--- config.mk ---
export PLATFORM = sky130hd
export DESIGN_NAME = axi2wb
export DESIGN_NICKNAME = d
export VERILOG_FILES = /design/src/rtl/axi2wb.sv
export SDC_FILE = /design/constraint.sdc
export NUM_CORES = 1
export LEC_CHECK = 0
export BUFFER_PORTS_ARGS = -buffer_cell sky130_fd_sc_hd__buf_4
export CORE_MARGIN = 4
export CORE_UTILIZATION = 53
export CTS_BUF_LIST = sky130_fd_sc_hd__clkbuf_16
export CTS_CLUSTER_DIAMETER = 60
export DETAILED_ROUTE_END_ITERATION = 16
export GPL_TIMING_DRIVEN = 0
export PLACE_DENSITY = 0.86
export REMOVE_ABC_BUFFERS = 1
export SETUP_SLACK_MARGIN = 0.02
export SLEW_MARGIN = 40
export SYNTH_ARGS = -nofsm -noshare
export SYNTH_HDL_FRONTEND = slang
export SYNTH_SLANG_ARGS = --single-unit
--- constraint.sdc ---
create_clock -name i_clk -period 6.7 [get_ports i_clk]
set_input_delay 1.34 -clock i_clk [delete_from_list [all_inputs] [get_ports i_clk]]
set_output_delay 1.34 -clock i_clk [all_outputs]
set_load 0.01 [all_outputs]
--- src/rtl/axi2wb.sv ---
// axi2wb: 64-bit AXI4-Lite slave to 32-bit classic Wishbone master bridge.
// Optional AXI2WB_ERR_EN adds i_wb_err, which terminates a cycle and returns SLVERR.
module axi2wb #(
    parameter bit BYTE_SWAP = 1'b1
) (
    input  logic        i_clk,
    input  logic        i_rst,
    input  logic [31:0] i_awaddr,
    input  logic        i_awvalid,
    output logic        o_awready,
    input  logic [63:0] i_wdata,
    input  logic [7:0]  i_wstrb,
    input  logic        i_wvalid,
    output logic        o_wready,
    output logic [1:0]  o_bresp,
    output logic        o_bvalid,
    input  logic        i_bready,
    input  logic [31:0] i_araddr,
    input  logic        i_arvalid,
    output logic        o_arready,
    output logic [63:0] o_rdata,
    output logic [1:0]  o_rresp,
    output logic        o_rvalid,
    input  logic        i_rready,
    output logic [31:0] o_wb_adr,
    output logic [31:0] o_wb_dat,
    output logic [3:0]  o_wb_sel,
    output logic        o_wb_we,
    output logic        o_wb_cyc,
    output logic        o_wb_stb,
    input  logic [31:0] i_wb_rdt,
`ifdef AXI2WB_ERR_EN
    input  logic        i_wb_err,
`endif
    input  logic        i_wb_ack
);
    typedef enum logic [2:0] {IDLE, WR_LO, WR_HI, WR_RESP, RD, RD_RESP} state_t;

    state_t      r_state, w_state;
    logic [31:2] r_addr, w_addr;
    logic [63:0] r_data, w_data;
    logic [7:0]  r_strb, w_strb;
    logic        w_wr_hs, w_rd_hs, w_done, w_err, w_arm, w_unused;
    logic        w_awready, w_arready, w_bvalid, w_rvalid, w_cyc, w_we;
    logic [1:0]  w_bresp, w_rresp;
    logic [63:0] w_rdata;
    logic [31:0] w_wb_adr, w_wb_dat;
    logic [3:0]  w_wb_sel;

    function automatic logic [31:0] swap32(input logic [31:0] d);
        return BYTE_SWAP ? {d[7:0], d[15:8], d[23:16], d[31:24]} : d;
    endfunction

    function automatic logic [3:0] swap4(input logic [3:0] s);
        return BYTE_SWAP ? {s[0], s[1], s[2], s[3]} : s;
    endfunction

    assign w_unused = ^{i_awaddr[1:0], i_araddr[1:0]};
`ifdef AXI2WB_ERR_EN
    assign w_err = o_wb_stb & i_wb_err;
`else
    assign w_err = 1'b0;
`endif
    // ack/err only count while a strobe is actually out on the bus
    assign w_done  = o_wb_stb & (i_wb_ack | w_err);
    assign w_wr_hs = o_awready & o_wready & i_awvalid & i_wvalid;
    assign w_rd_hs = o_arready & i_arvalid;
    assign w_addr  = w_wr_hs ? i_awaddr[31:2] : w_rd_hs ? i_araddr[31:2] : r_addr;
    assign w_data  = w_wr_hs ? i_wdata : r_data;
    assign w_strb  = w_wr_hs ? i_wstrb : r_strb;

    always_comb begin
        w_state = r_state;
        case (r_state)
            IDLE:    w_state = w_wr_hs ? (|w_strb[3:0] ? WR_LO : |w_strb[7:4] ? WR_HI : WR_RESP)
                             : w_rd_hs ? RD : IDLE;
            WR_LO:   w_state = !w_done ? WR_LO : (!w_err && |r_strb[7:4]) ? WR_HI : WR_RESP;
            WR_HI:   w_state = w_done ? WR_RESP : WR_HI;
            RD:      w_state = w_done ? RD_RESP : RD;
            WR_RESP: w_state = (o_bvalid & i_bready) ? IDLE : WR_RESP;
            RD_RESP: w_state = (o_rvalid & i_rready) ? IDLE : RD_RESP;
            default: w_state = IDLE;
        endcase
        // readies are armed on entry to IDLE so a new request is taken the cycle after a response
        w_arm     = (w_state == IDLE) && !o_awready && !o_arready;
        w_awready = w_arm & i_awvalid & i_wvalid;
        w_arready = w_arm & i_arvalid & ~(i_awvalid & i_wvalid);
        w_cyc     = w_state inside {WR_LO, WR_HI, RD};
        w_we      = w_state inside {WR_LO, WR_HI};
        w_wb_adr  = w_state == WR_LO ? {w_addr[31:3], 3'b000} :
                    w_state == WR_HI ? {w_addr[31:3], 3'b100} :
                    w_state == RD    ? {w_addr, 2'b00} : o_wb_adr;
        w_wb_dat  = w_state == WR_LO ? swap32(w_data[31:0]) :
                    w_state == WR_HI ? swap32(w_data[63:32]) : o_wb_dat;
        w_wb_sel  = w_state == WR_LO ? swap4(w_strb[3:0]) :
                    w_state == WR_HI ? swap4(w_strb[7:4]) :
                    w_state == RD    ? 4'hF : o_wb_sel;
        w_rdata   = (r_state == RD && w_done) ? (w_err ? 64'd0 : {2{swap32(i_wb_rdt)}}) : o_rdata;
        w_bvalid  = w_state == WR_RESP;
        w_rvalid  = w_state == RD_RESP;
        w_bresp   = !w_bvalid ? 2'b00 : r_state == WR_RESP ? o_bresp : {w_err, 1'b0};
        w_rresp   = !w_rvalid ? 2'b00 : r_state == RD_RESP ? o_rresp : {w_err, 1'b0};
    end

    always_ff @(posedge i_clk) begin
        if (i_rst) begin
            r_state   <= IDLE;
            r_addr    <= '0;
            r_data    <= '0;
            r_strb    <= '0;
            o_awready <= 1'b0;
            o_wready  <= 1'b0;
            o_arready <= 1'b0;
            o_bvalid  <= 1'b0;
            o_bresp   <= 2'b00;
            o_rvalid  <= 1'b0;
            o_rresp   <= 2'b00;
            o_rdata   <= '0;
            o_wb_adr  <= '0;
            o_wb_dat  <= '0;
            o_wb_sel  <= '0;
            o_wb_we   <= 1'b0;
            o_wb_cyc  <= 1'b0;
            o_wb_stb  <= 1'b0;
        end else begin
            r_state   <= w_state;
            r_addr    <= w_addr;
            r_data    <= w_data;
            r_strb    <= w_strb;
            o_awready <= w_awready;
            o_wready  <= w_awready;
            o_arready <= w_arready;
            o_bvalid  <= w_bvalid;
            o_bresp   <= w_bresp;
            o_rvalid  <= w_rvalid;
            o_rresp   <= w_rresp;
            o_rdata   <= w_rdata;
            o_wb_adr  <= w_wb_adr;
            o_wb_dat  <= w_wb_dat;
            o_wb_sel  <= w_wb_sel;
            o_wb_we   <= w_we;
            o_wb_cyc  <= w_cyc;
            o_wb_stb  <= w_cyc;
        end
    end
endmodule

==> results of run 1 <==
==> where the power goes <==
part           switching, W  internal, W
combinational      0.000245     0.000248
sequential        0.0000354      0.00129
clock              0.000484     0.000661
==> synthesized netlist by cell type, types with 2 or more instances <==
master	n
sky130_fd_sc_hd__a31o_2	2
sky130_fd_sc_hd__inv_1	32
sky130_fd_sc_hd__nor2b_1	32
sky130_fd_sc_hd__nor2_1	46
sky130_fd_sc_hd__o21ai_1	31
sky130_fd_sc_hd__nand3_1	32
sky130_fd_sc_hd__clkbuf_1	52
sky130_fd_sc_hd__nor4_1	2
sky130_fd_sc_hd__and3_1	3
sky130_fd_sc_hd__nor3_1	4
sky130_fd_sc_hd__mux2i_1	4
sky130_fd_sc_hd__a221oi_1	4
sky130_fd_sc_hd__dfxtp_1	209
sky130_fd_sc_hd__buf_1	5
sky130_fd_sc_hd__a311oi_1	29
sky130_fd_sc_hd__buf_6	3
sky130_fd_sc_hd__a22oi_1	32
sky130_fd_sc_hd__a21oi_1	105
sky130_fd_sc_hd__nand2b_1	4
sky130_fd_sc_hd__buf_2	12
sky130_fd_sc_hd__buf_4	42
sky130_fd_sc_hd__mux2_4	29
sky130_fd_sc_hd__nand2_1	240
==> area by class of cell <==
type	instances	area (µm²)	share of cell area, %
Inverter	32	120.1	1.063
Sequential cell	209	4185	37.03
Multi-Input combinational cell	627	3497	30.94
Tap cell	211	264.0	2.336
Clock buffer	23	575.6	5.092
Clock inverter	16	111.4	0.9852
Timing Repair Buffer	323	2550	22.56
==> flip-flops by register name, indices dropped and copies added (netlist names) <==
name,flops
r_state,3
o_wb_we,1
o_wb_adr,30
o_wb_stb,1
o_bvalid,1
r_addr,30
o_rdata,32
o_rvalid,1
r_data,64
r_strb,8
o_wb_sel,4
o_wb_dat,32
o_wready,1
o_arready,1
==> worst max-delay path, stage by stage <==
cell	delay, ns
sky130_fd_sc_hd__buf_4	0.13
sky130_fd_sc_hd__and3_4	0.27
sky130_fd_sc_hd__buf_12	0.21
sky130_fd_sc_hd__a32oi_1	0.57
sky130_fd_sc_hd__nand2_2	0.20
sky130_fd_sc_hd__a31oi_4	0.35
sky130_fd_sc_hd__buf_8	0.23
sky130_fd_sc_hd__or3_2	0.61
sky130_fd_sc_hd__o21ai_0	0.16
==> worst max-delay path by stage <==
stage	end	cells past startpoint
detailed placement	o_wb_dat[31]	9
global route	o_wb_dat[31]	9
finish	o_wb_dat[31]	9
global placement	o_wb_dat[31]	6
floorplan	o_wb_adr[10]	6
CTS	o_wb_dat[31]	9
==> per-layer routing <==
layer | vias to the layer above | wire [µm] | part of all wire (%)
li1 | 3698 | - | -
met1 | 3592 | 9338 | 38
met2 | 334 | 12290 | 50
met3 | 84 | 1750 | 7.1
met4 | 0 | 1417 | 5.7
met5 | - | 0 | 0
==> through the flow <==
step | util (%) | total power, W | hold WS [ns] | std cells
5_1_grt | 73.81 | 0.003076 | 0.4756 | 1441
3_5_place_dp | 69.32 | 0.001844 | 0.4455 | 1402
4_1_cts | 73.81 | 0.002987 | 0.4598 | 1441
6_report | 73.81 | 0.002966 | 0.4577 | 1441
2_1_floorplan | - | 0.001576 | 0.4324 | 868
3_3_place_gp | 67.58 | 0.001793 | 0.4463 | 1388
==> cell families (layout without fill, tap and decap cells) <==
logic type / Yosys count / count (layout) / synth area share [%]
AO/OA/AOI/OAI: 212 / 212 / 15.87
buffers and inverters: 146 / 394 / 8.879
flip-flops: 209 / 209 / 49.99
multiplexers: 34 / 34 / 5.815
other: 1 / 6 / 0.04480
AND/OR/NAND/NOR: 375 / 375 / 19.40
==> report_table.html, run 1 <==
<table>
<tr><th>Metric</th><th>Value</th></tr>
<tr><th colspan="2">Status</th></tr>
<tr><td>Outcome</td><td>completed</td></tr>
<tr><th colspan="2">Floorplanning</th></tr>
<tr><td>CORE AREA</td><td>15310 µm²</td></tr>
<tr><td>Die span in x</td><td>133.7 µm</td></tr>
<tr><td>Die area</td><td>17870 µm²</td></tr>
<tr><td>Vertical extent of the die</td><td>133.7 µm</td></tr>
<tr><td>Number of core rows</td><td>45</td></tr>
<tr><td>Ports placed on the boundary</td><td>320</td></tr>
<tr><td>Initial cell density of the core</td><td>54.66%</td></tr>
<tr><th colspan="2">Synth</th></tr>
<tr><td>Asr flop ratio synth</td><td>0%</td></tr>
<tr><td>Cells taking the most area after synthesis</td><td>sky130_fd_sc_hd__dfxtp_1 (50%), sky130_fd_sc_hd__nand2_1 (11%), sky130_fd_sc_hd__a21oi_1 (6.3%)</td></tr>
<tr><td>Fraction of post-synthesis cell area in the top cell type by area</td><td>49.99%</td></tr>
<tr><td>Yosys warns</td><td>0</td></tr>
<tr><td>Largest area contributor in the synthesized netlist</td><td>sky130_fd_sc_hd__dfxtp_1</td></tr>
<tr><td>Top_reg_cell synth</td><td>sky130_fd_sc_hd__dfxtp_1</td></tr>
<tr><td>Flops &amp; latches, synth</td><td>209</td></tr>
<tr><td>Summed instance area of the synthesized netlist</td><td>8371 µm²</td></tr>
<tr><td>Netlist cell types</td><td>46</td></tr>
<tr><td>Seq/Total Area, Yosys</td><td>49.99%</td></tr>
<tr><td>Number of synthesized flops with an enable pin</td><td>0</td></tr>
<tr><td>Synthesized area per cell</td><td>8.568 µm²</td></tr>
<tr><td>Cell count after synthesis</td><td>977</td></tr>
<tr><th colspan="2">Global routing</th></tr>
<tr><td>Vias in the first global route</td><td>7495</td></tr>
<tr><td>First-pass GRT wire length</td><td>38.45 mm</td></tr>
<tr><td>Global routing usage summed across all routing layers</td><td>26.28%</td></tr>
<tr><td>Global Route met1 Usage</td><td>29.75%</td></tr>
<tr><td>Met3 global-route usage</td><td>5.476%</td></tr>
<tr><td>Most crowded layer after global routing</td><td>met2</td></tr>
<tr><td>Largest net degree at the start of global routing</td><td>90</td></tr>
<tr><td>Residual overflow from global routing</td><td>0</td></tr>
<tr><td>Number of antenna violations at the first check in global routing</td><td>0</td></tr>
<tr><td>Grt met2 use</td><td>46.53%</td></tr>
<tr><th colspan="2">Placement</th></tr>
<tr><td>Total half-perimeter wirelength after legalization and detailed placement</td><td>17.37 mm</td></tr>
<tr><td>Number of buffers added on ports</td><td>309</td></tr>
<tr><td>Post-placement setup slack</td><td>2.462 ns</td></tr>
<tr><td>Global placement routability congestion</td><td>0.8221</td></tr>
<tr><td>Area after DPL</td><td>10620 µm²</td></tr>
<tr><th colspan="2">Detailed routing</th></tr>
<tr><td>Total DRC errors in the routed layout</td><td>0</td></tr>
<tr><td>Number of nets with antenna violations after routing</td><td>0</td></tr>
<tr><td>Total via count in the routed design</td><td>7708</td></tr>
<tr><td>Via count normalized by instance count</td><td>5.349</td></tr>
<tr><td>Number of detailed-routing iterations run before antenna repair</td><td>7</td></tr>
<tr><td>DRT iter0 DRCs</td><td>414</td></tr>
<tr><td>Wirelength, routed</td><td>24.80 mm</td></tr>
<tr><td>Wire length per cell</td><td>17.21 µm</td></tr>
<tr><th colspan="2">Critical path</th></tr>
<tr><td>Endpoint type of the worst setup path</td><td>flop</td></tr>
<tr><td>Depth of the worst register-to-register path</td><td>10</td></tr>
<tr><td>Req. time, crit path</td><td>7.05 ns</td></tr>
<tr><td>Reg2reg start</td><td>o_wready</td></tr>
<tr><td>CP Launch Type</td><td>primary input</td></tr>
<tr><td>Worst R2R Setup Slack</td><td>3.48 ns</td></tr>
<tr><td>Source of the critical timing path</td><td>i_wvalid</td></tr>
<tr><td>Top fanout value on the critical path</td><td>50</td></tr>
<tr><td>WS Path Type</td><td>primary input to flop</td></tr>
<tr><td>Crit Reg-Reg Endpoint</td><td>o_wb_adr[25]</td></tr>
<tr><td>Crit path arrival time</td><td>4.13 ns</td></tr>
<tr><th colspan="2">Timing</th></tr>
<tr><td>Worst relative slew slack</td><td>50.57%</td></tr>
<tr><td>Setup_tns</td><td>0 ns</td></tr>
<tr><td>Final setup vio count</td><td>0</td></tr>
<tr><td>Maximum clock frequency</td><td>0.2646 GHz</td></tr>
<tr><td>Post-layout min period</td><td>3.779 ns</td></tr>
<tr><td>Minimum setup slack in the final design</td><td>2.921 ns</td></tr>
<tr><td>Final cycle utilization of the critical path</td><td>56.41%</td></tr>
<tr><td>Setup repair after global routing missed its margin</td><td>no</td></tr>
<tr><td>Hold violation total from the final report</td><td>0</td></tr>
<tr><td>Final setup skew</td><td>0.009767 ns</td></tr>
<tr><td>Count of pins over their slew limit</td><td>0</td></tr>
<tr><td>Worst-margin pin slew</td><td>0.7414 ns</td></tr>
<tr><th colspan="2">Final layout</th></tr>
<tr><td>Final instance area</td><td>11300 µm²</td></tr>
<tr><td>Commonest non-fill, non-tap cell in the layout</td><td>sky130_fd_sc_hd__buf_4</td></tr>
<tr><td>Filler cells</td><td>1143</td></tr>
<tr><td>Layout Area Growth over Synthesis</td><td>35.04%</td></tr>
<tr><td>Share of final-layout standard cells stronger than drive strength 1</td><td>32.76%</td></tr>
<tr><td>Number of diodes</td><td>0</td></tr>
<tr><td>Highest-count cells in the layout ignoring fill and taps</td><td>sky130_fd_sc_hd__buf_4 (310), sky130_fd_sc_hd__nand2_1 (238), sky130_fd_sc_hd__dfxtp_1 (208)</td></tr>
<tr><td>Nets</td><td>1391</td></tr>
<tr><th colspan="2">Clocking</th></tr>
<tr><td>Number of buffers on the longest clock path</td><td>3</td></tr>
<tr><td>Sinks on the clock net</td><td>209</td></tr>
<tr><td>Clock tree from TritonCTS</td><td>yes</td></tr>
<tr><td>Clock root buffer</td><td>sky130_fd_sc_hd__clkbuf_16</td></tr>
<tr><td>Htree depth</td><td>1</td></tr>
<tr><td>CTS buffer count</td><td>22</td></tr>
<tr><td>Post-CTS Resized</td><td>0</td></tr>
<tr><td>Clock transition time at the flip-flop clock pins of the worst setup and hold paths</td><td>0.06 ns</td></tr>
<tr><td>Post-CTS setup buffers</td><td>0</td></tr>
<tr><td>Clk Latency, worst-skew pair</td><td>0.49 ns</td></tr>
<tr><td>Hold bufs inserted after CTS</td><td>0</td></tr>
<tr><th colspan="2">Min path</th></tr>
<tr><td>Worst hold-check path type</td><td>flop to flop</td></tr>
<tr><td>Hold path startpoint</td><td>o_wb_dat[24]</td></tr>
<tr><td>Cell count of the worst hold path</td><td>2</td></tr>
<tr><td>Endpoint, Worst Hold</td><td>o_wb_dat[24]</td></tr>
<tr><th colspan="2">Power and ir drop</th></tr>
<tr><td>P_leak</td><td>4.660 nW</td></tr>
<tr><td>Worst vdd ir</td><td>0.1898 mV</td></tr>
<tr><td>Power density of the placed cells</td><td>262.4 nW/µm²</td></tr>
<tr><th colspan="2">Flow run</th></tr>
<tr><td>Max cap viols</td><td>0</td></tr>
</table>
No activity file was read; power rests on OpenSTA's default activity.
==> run 2, diff against run 1 <==
--- a/config.mk
+++ b/config.mk
@@ -5,14 +5,15 @@
 export SDC_FILE = /design/constraint.sdc
 export NUM_CORES = 1
 export LEC_CHECK = 0
+export ABC_AREA = 1
 export BUFFER_PORTS_ARGS = -buffer_cell sky130_fd_sc_hd__buf_4
 export CORE_MARGIN = 4
-export CORE_UTILIZATION = 53
+export CORE_UTILIZATION = 50
 export CTS_BUF_LIST = sky130_fd_sc_hd__clkbuf_16
 export CTS_CLUSTER_DIAMETER = 60
 export DETAILED_ROUTE_END_ITERATION = 16
 export GPL_TIMING_DRIVEN = 0
-export PLACE_DENSITY = 0.86
+export PLACE_DENSITY = 0.8
 export REMOVE_ABC_BUFFERS = 1
 export SETUP_SLACK_MARGIN = 0.02
 export SLEW_MARGIN = 40
==> constraint.sdc (replaced) <==
create_clock -name i_clk -period 3.5 [get_ports i_clk]
set_input_delay 0.7 -clock i_clk [delete_from_list [all_inputs] [get_ports i_clk]]
set_output_delay 0.7 -clock i_clk [all_outputs]
set_load 0.01 [all_outputs]
==> run 2 against run 1 <==
  * Worst setup slack worse by 2.6 ns
  * Critical path depth up 6
  * Critical path type is now flop to flop
  * Sequential cell count unchanged
  * Die area up 15%
  * Largest cell class unchanged
  * Core utilization down 5.9 points
  * Sequential share of layout area down 2.7 points
  * Clock power up 110%
  * Sequential power up 91%
  * Clock skew up 0.0021 ns
  * Wire length up 9.5%
  * Worst hold slack worse by 0.035 ns
  * First-iteration DRC count up 0.24%
==> report_table.html, run 2 <==
<table>
<tr><th>Metric</th><th>Value</th></tr>
<tr><th colspan="2">Final layout</th></tr>
<tr><td>Highest-count cells in the layout ignoring fill and taps</td><td>sky130_fd_sc_hd__buf_4 (317), sky130_fd_sc_hd__nor2_1 (254), sky130_fd_sc_hd__nand2_1 (229)</td></tr>
<tr><td>Nets</td><td>1707</td></tr>
<tr><td>Registers with the highest flip-flop counts</td><td>r_data: 64 flops, o_rdata: 32 flops, o_wb_dat: 32 flops</td></tr>
<tr><td>Utilization of the core after routing</td><td>67.88%</td></tr>
<tr><td>Number of diodes</td><td>0</td></tr>
<tr><td>Layout Area Growth over Synthesis</td><td>33.73%</td></tr>
<tr><td>Biggest register</td><td>r_data</td></tr>
<tr><td>Number of flip-flops under the largest register name</td><td>64</td></tr>
<tr><td>Share of final-layout standard cells stronger than drive strength 1</td><td>27.36%</td></tr>
<tr><td>Commonest non-fill, non-tap cell in the layout</td><td>sky130_fd_sc_hd__buf_4</td></tr>
<tr><th colspan="2">Floorplanning</th></tr>
<tr><td>Initial cell density of the core</td><td>50.76%</td></tr>
<tr><td>Number of core rows</td><td>49</td></tr>
<tr><td>Ports placed on the boundary</td><td>320</td></tr>
<tr><td>Die span in x</td><td>143.0 µm</td></tr>
<tr><td>Vertical extent of the die</td><td>143.0 µm</td></tr>
<tr><td>Die area</td><td>20460 µm²</td></tr>
<tr><td>CORE AREA</td><td>17960 µm²</td></tr>
<tr><th colspan="2">Timing</th></tr>
<tr><td>Minimum setup slack in the final design</td><td>0.3075 ns</td></tr>
<tr><td>Worst relative slew slack</td><td>43.99%</td></tr>
<tr><td>Post-layout min period</td><td>3.193 ns</td></tr>
<tr><td>Final setup skew</td><td>0.01182 ns</td></tr>
<tr><td>Setup repair after global routing missed its margin</td><td>no</td></tr>
<tr><td>Hold violation total from the final report</td><td>0</td></tr>
<tr><td>Final setup vio count</td><td>0</td></tr>
<tr><td>Worst-margin pin slew</td><td>0.8371 ns</td></tr>
<tr><td>Maximum clock frequency</td><td>0.3132 GHz</td></tr>
<tr><td>Count of pins over their slew limit</td><td>0</td></tr>
<tr><td>Setup_tns</td><td>0 ns</td></tr>
<tr><td>Min Hold Slack</td><td>0.4226 ns</td></tr>
<tr><td>Final cycle utilization of the critical path</td><td>91.22%</td></tr>
<tr><th colspan="2">Clocking</th></tr>
<tr><td>Clock transition time at the flip-flop clock pins of the worst setup and hold paths</td><td>0.06 ns</td></tr>
<tr><td>Clk Latency, worst-skew pair</td><td>0.50 ns</td></tr>
<tr><td>Number of buffers on the longest clock path</td><td>3</td></tr>
<tr><td>Hold bufs inserted after CTS</td><td>0</td></tr>
<tr><td>CTS buffer count</td><td>23</td></tr>
<tr><td>Htree depth</td><td>1</td></tr>
<tr><td>Clock root buffer</td><td>sky130_fd_sc_hd__clkbuf_16</td></tr>
<tr><td>Sinks on the clock net</td><td>209</td></tr>
<tr><td>Clock tree from TritonCTS</td><td>yes</td></tr>
<tr><th colspan="2">Critical path</th></tr>
<tr><td>Depth of the worst register-to-register path</td><td>15</td></tr>
<tr><td>Source of the critical timing path</td><td>o_wready</td></tr>
<tr><td>Reg2reg start</td><td>o_wready</td></tr>
<tr><td>Crit Reg-Reg Endpoint</td><td>o_wb_adr[11]</td></tr>
<tr><td>WS Path Type</td><td>flop to flop</td></tr>
<tr><td>Capture point of the critical path</td><td>o_wb_adr[11]</td></tr>
<tr><td>CP Launch Type</td><td>flop</td></tr>
<tr><td>Crit path arrival time</td><td>3.62 ns</td></tr>
<tr><td>Worst R2R Setup Slack</td><td>0.31 ns</td></tr>
<tr><td>Endpoint type of the worst setup path</td><td>flop</td></tr>
<tr><td>Req. time, crit path</td><td>3.93 ns</td></tr>
<tr><td>Top fanout value on the critical path</td><td>34</td></tr>
<tr><th colspan="2">Global routing</th></tr>
<tr><td>Vias in the first global route</td><td>8483</td></tr>
<tr><td>Global routing usage summed across all routing layers</td><td>24.95%</td></tr>
<tr><td>Number of antenna violations at the first check in global routing</td><td>0</td></tr>
<tr><td>Residual overflow from global routing</td><td>0</td></tr>
<tr><td>First-pass GRT wire length</td><td>42.10 mm</td></tr>
<tr><td>Largest net degree at the start of global routing</td><td>134</td></tr>
<tr><th colspan="2">Status</th></tr>
<tr><td>Outcome</td><td>completed</td></tr>
<tr><th colspan="2">Placement</th></tr>
<tr><td>Total half-perimeter wirelength after legalization and detailed placement</td><td>17.63 mm</td></tr>
<tr><td>Number of buffers added on ports</td><td>309</td></tr>
<tr><td>Global placement routability congestion</td><td>0.7932</td></tr>
<tr><td>Post-placement setup slack</td><td>-0.5793 ns</td></tr>
<tr><th colspan="2">Synth</th></tr>
<tr><td>Cells taking the most area after synthesis</td><td>sky130_fd_sc_hd__dfxtp_1 (46%), sky130_fd_sc_hd__nor2_1 (10%), sky130_fd_sc_hd__nand2_1 (9.5%)</td></tr>
<tr><td>Flops &amp; latches, synth</td><td>209</td></tr>
<tr><td>Top_reg_cell synth</td><td>sky130_fd_sc_hd__dfxtp_1</td></tr>
<tr><td>Synthesized area per cell</td><td>7.063 µm²</td></tr>
<tr><td>Largest area contributor in the synthesized netlist</td><td>sky130_fd_sc_hd__dfxtp_1</td></tr>
<tr><td>Yosys warns</td><td>0</td></tr>
<tr><td>Asr flop ratio synth</td><td>0%</td></tr>
<tr><td>Most common cell in the netlist</td><td>sky130_fd_sc_hd__nor2_1</td></tr>
<tr><td>Netlist cell types</td><td>29</td></tr>
<tr><td>Number of synthesized flops with an enable pin</td><td>0</td></tr>
<tr><td>Fraction of post-synthesis cell area in the top cell type by area</td><td>45.88%</td></tr>
<tr><td>Most instantiated cells after synthesis</td><td>sky130_fd_sc_hd__nor2_1 (255), sky130_fd_sc_hd__nand2_1 (230), sky130_fd_sc_hd__dfxtp_1 (209)</td></tr>
<tr><td>Summed instance area of the synthesized netlist</td><td>9119 µm²</td></tr>
<tr><td>Seq/Total Area, Yosys</td><td>45.88%</td></tr>
<tr><td>Cell count after synthesis</td><td>1291</td></tr>
<tr><th colspan="2">Power and ir drop</th></tr>
<tr><td>Power density of the placed cells</td><td>476.6 nW/µm²</td></tr>
<tr><td>Worst vdd ir</td><td>0.3499 mV</td></tr>
<tr><td>P_leak</td><td>6.504 nW</td></tr>
<tr><th colspan="2">Detailed routing</th></tr>
<tr><td>Via count normalized by instance count</td><td>5.082</td></tr>
<tr><td>Wirelength, routed</td><td>27.16 mm</td></tr>
<tr><td>Number of nets with antenna violations after routing</td><td>0</td></tr>
<tr><td>Wire length per cell</td><td>15.30 µm</td></tr>
<tr><td>DRT iter0 DRCs</td><td>415</td></tr>
<tr><td>Total DRC errors in the routed layout</td><td>0</td></tr>
<tr><td>Total via count in the routed design</td><td>9021</td></tr>
<tr><td>Number of detailed-routing iterations run before antenna repair</td><td>5</td></tr>
<tr><th colspan="2">Flow run</th></tr>
<tr><td>Max cap viols</td><td>0</td></tr>
<tr><th colspan="2">Min path</th></tr>
<tr><td>Worst hold-check path type</td><td>primary input to flop</td></tr>
</table>
-- run 2: where the power goes --
group          leakage, nW  total (W)  switching [W]  internal, W
clock network        0.377    0.00238       0.000961      0.00142
logic                 4.43   0.000888       0.000488     0.000401
registers             1.69    0.00254      0.0000527      0.00249
total                 6.50    0.00581        0.00150      0.00431
-- run 2: what timing repair did --
| item | 4_1_cts | 5_1_grt |
|---|---|---|
| gates cloned | 2 | 1 |
| endpoints found under the setup margin | 67 | 52 |
| resized for setup | 1 | 6 |
| endpoints found under the hold margin | 0 | 0 |
| setup buffers | 2 | 3 |
| pin swaps | 3 | 3 |
-- run 2: per-stage QoR --
step	instance area [µm²]	total power [W]	std cells
after floorplan	8487	0.003006	1175
after global placement	11090	0.003420	1713
after detailed placement	11340	0.003455	1726
after CTS	12110	0.005843	1770
after global routing	12190	0.006083	1775
final	12190	0.005812	1775
-- run 2: cells by family (layout without fill, tap and decap cells) --
kind of cell	after synthesis	in the layout	synth area share, %
and+or+nand+nor	645	648	30.72
DFF	209	209	45.88
buffers and inverters	271	518	13.31
other	1	6	0.04112
AOI/OAI and AO/OA	149	149	8.288
muxes	16	16	1.756
-- run 2: worst min path at each step --
stage	start	to	slack, ns	depth (start not counted)
3_5_place_dp	o_wb_dat[16]	o_wb_dat[16]	0.45	2
6_report	i_wb_rdt[19]	o_rdata[43]	0.42	3
3_3_place_gp	o_wb_dat[11]	o_wb_dat[11]	0.45	2
2_1_floorplan	r_data[20]	r_data[20]	0.44	2
4_1_cts	i_wb_rdt[19]	o_rdata[43]	0.41	3
5_1_grt	i_wb_rdt[1]	o_rdata[57]	0.41	3
-- run 2: area by class of cell --
| type | instances | area, µm² |
|---|---|---|
| clock buffers | 23 | 575.6 |
| flip-flops and latches | 209 | 4185 |
| fillers | 1512 | 5769 |
| repair buffers | 328 | 2589 |
| inverters | 150 | 570.5 |
| clock inverters | 17 | 162.7 |
| well taps | 229 | 286.5 |
| multi-input cells | 819 | 3825 |
-- run 2: routing by layer --
layer / up-vias / routed length, µm / GRT usage, %
met3: 59 / 2149 / 4.521
met4: 0 / 962 / 8.954
li1: 4480 / - / -
met5: - / 0 / 0
met1: 4131 / 10550 / 30.15
met2: 351 / 13500 / 44.39
-- run 2: worst max-delay path, stage by stage, from the launching register on --
cell	delay (ns)
sky130_fd_sc_hd__dfxtp_2	0.50
sky130_fd_sc_hd__inv_1	0.12
sky130_fd_sc_hd__nor2_4	0.31
sky130_fd_sc_hd__buf_16	0.20
sky130_fd_sc_hd__nand2_1	0.07
sky130_fd_sc_hd__nand2_1	0.11
sky130_fd_sc_hd__nand2_1	0.07
sky130_fd_sc_hd__nor2_1	0.15
sky130_fd_sc_hd__nand2_1	0.10
sky130_fd_sc_hd__nand2_2	0.22
sky130_fd_sc_hd__nand2_8	0.23
sky130_fd_sc_hd__nand3_4	0.29
sky130_fd_sc_hd__nand3_4	0.36
sky130_fd_sc_hd__nand2_1	0.17
sky130_fd_sc_hd__inv_1	0.07
sky130_fd_sc_hd__nor2_1	0.12
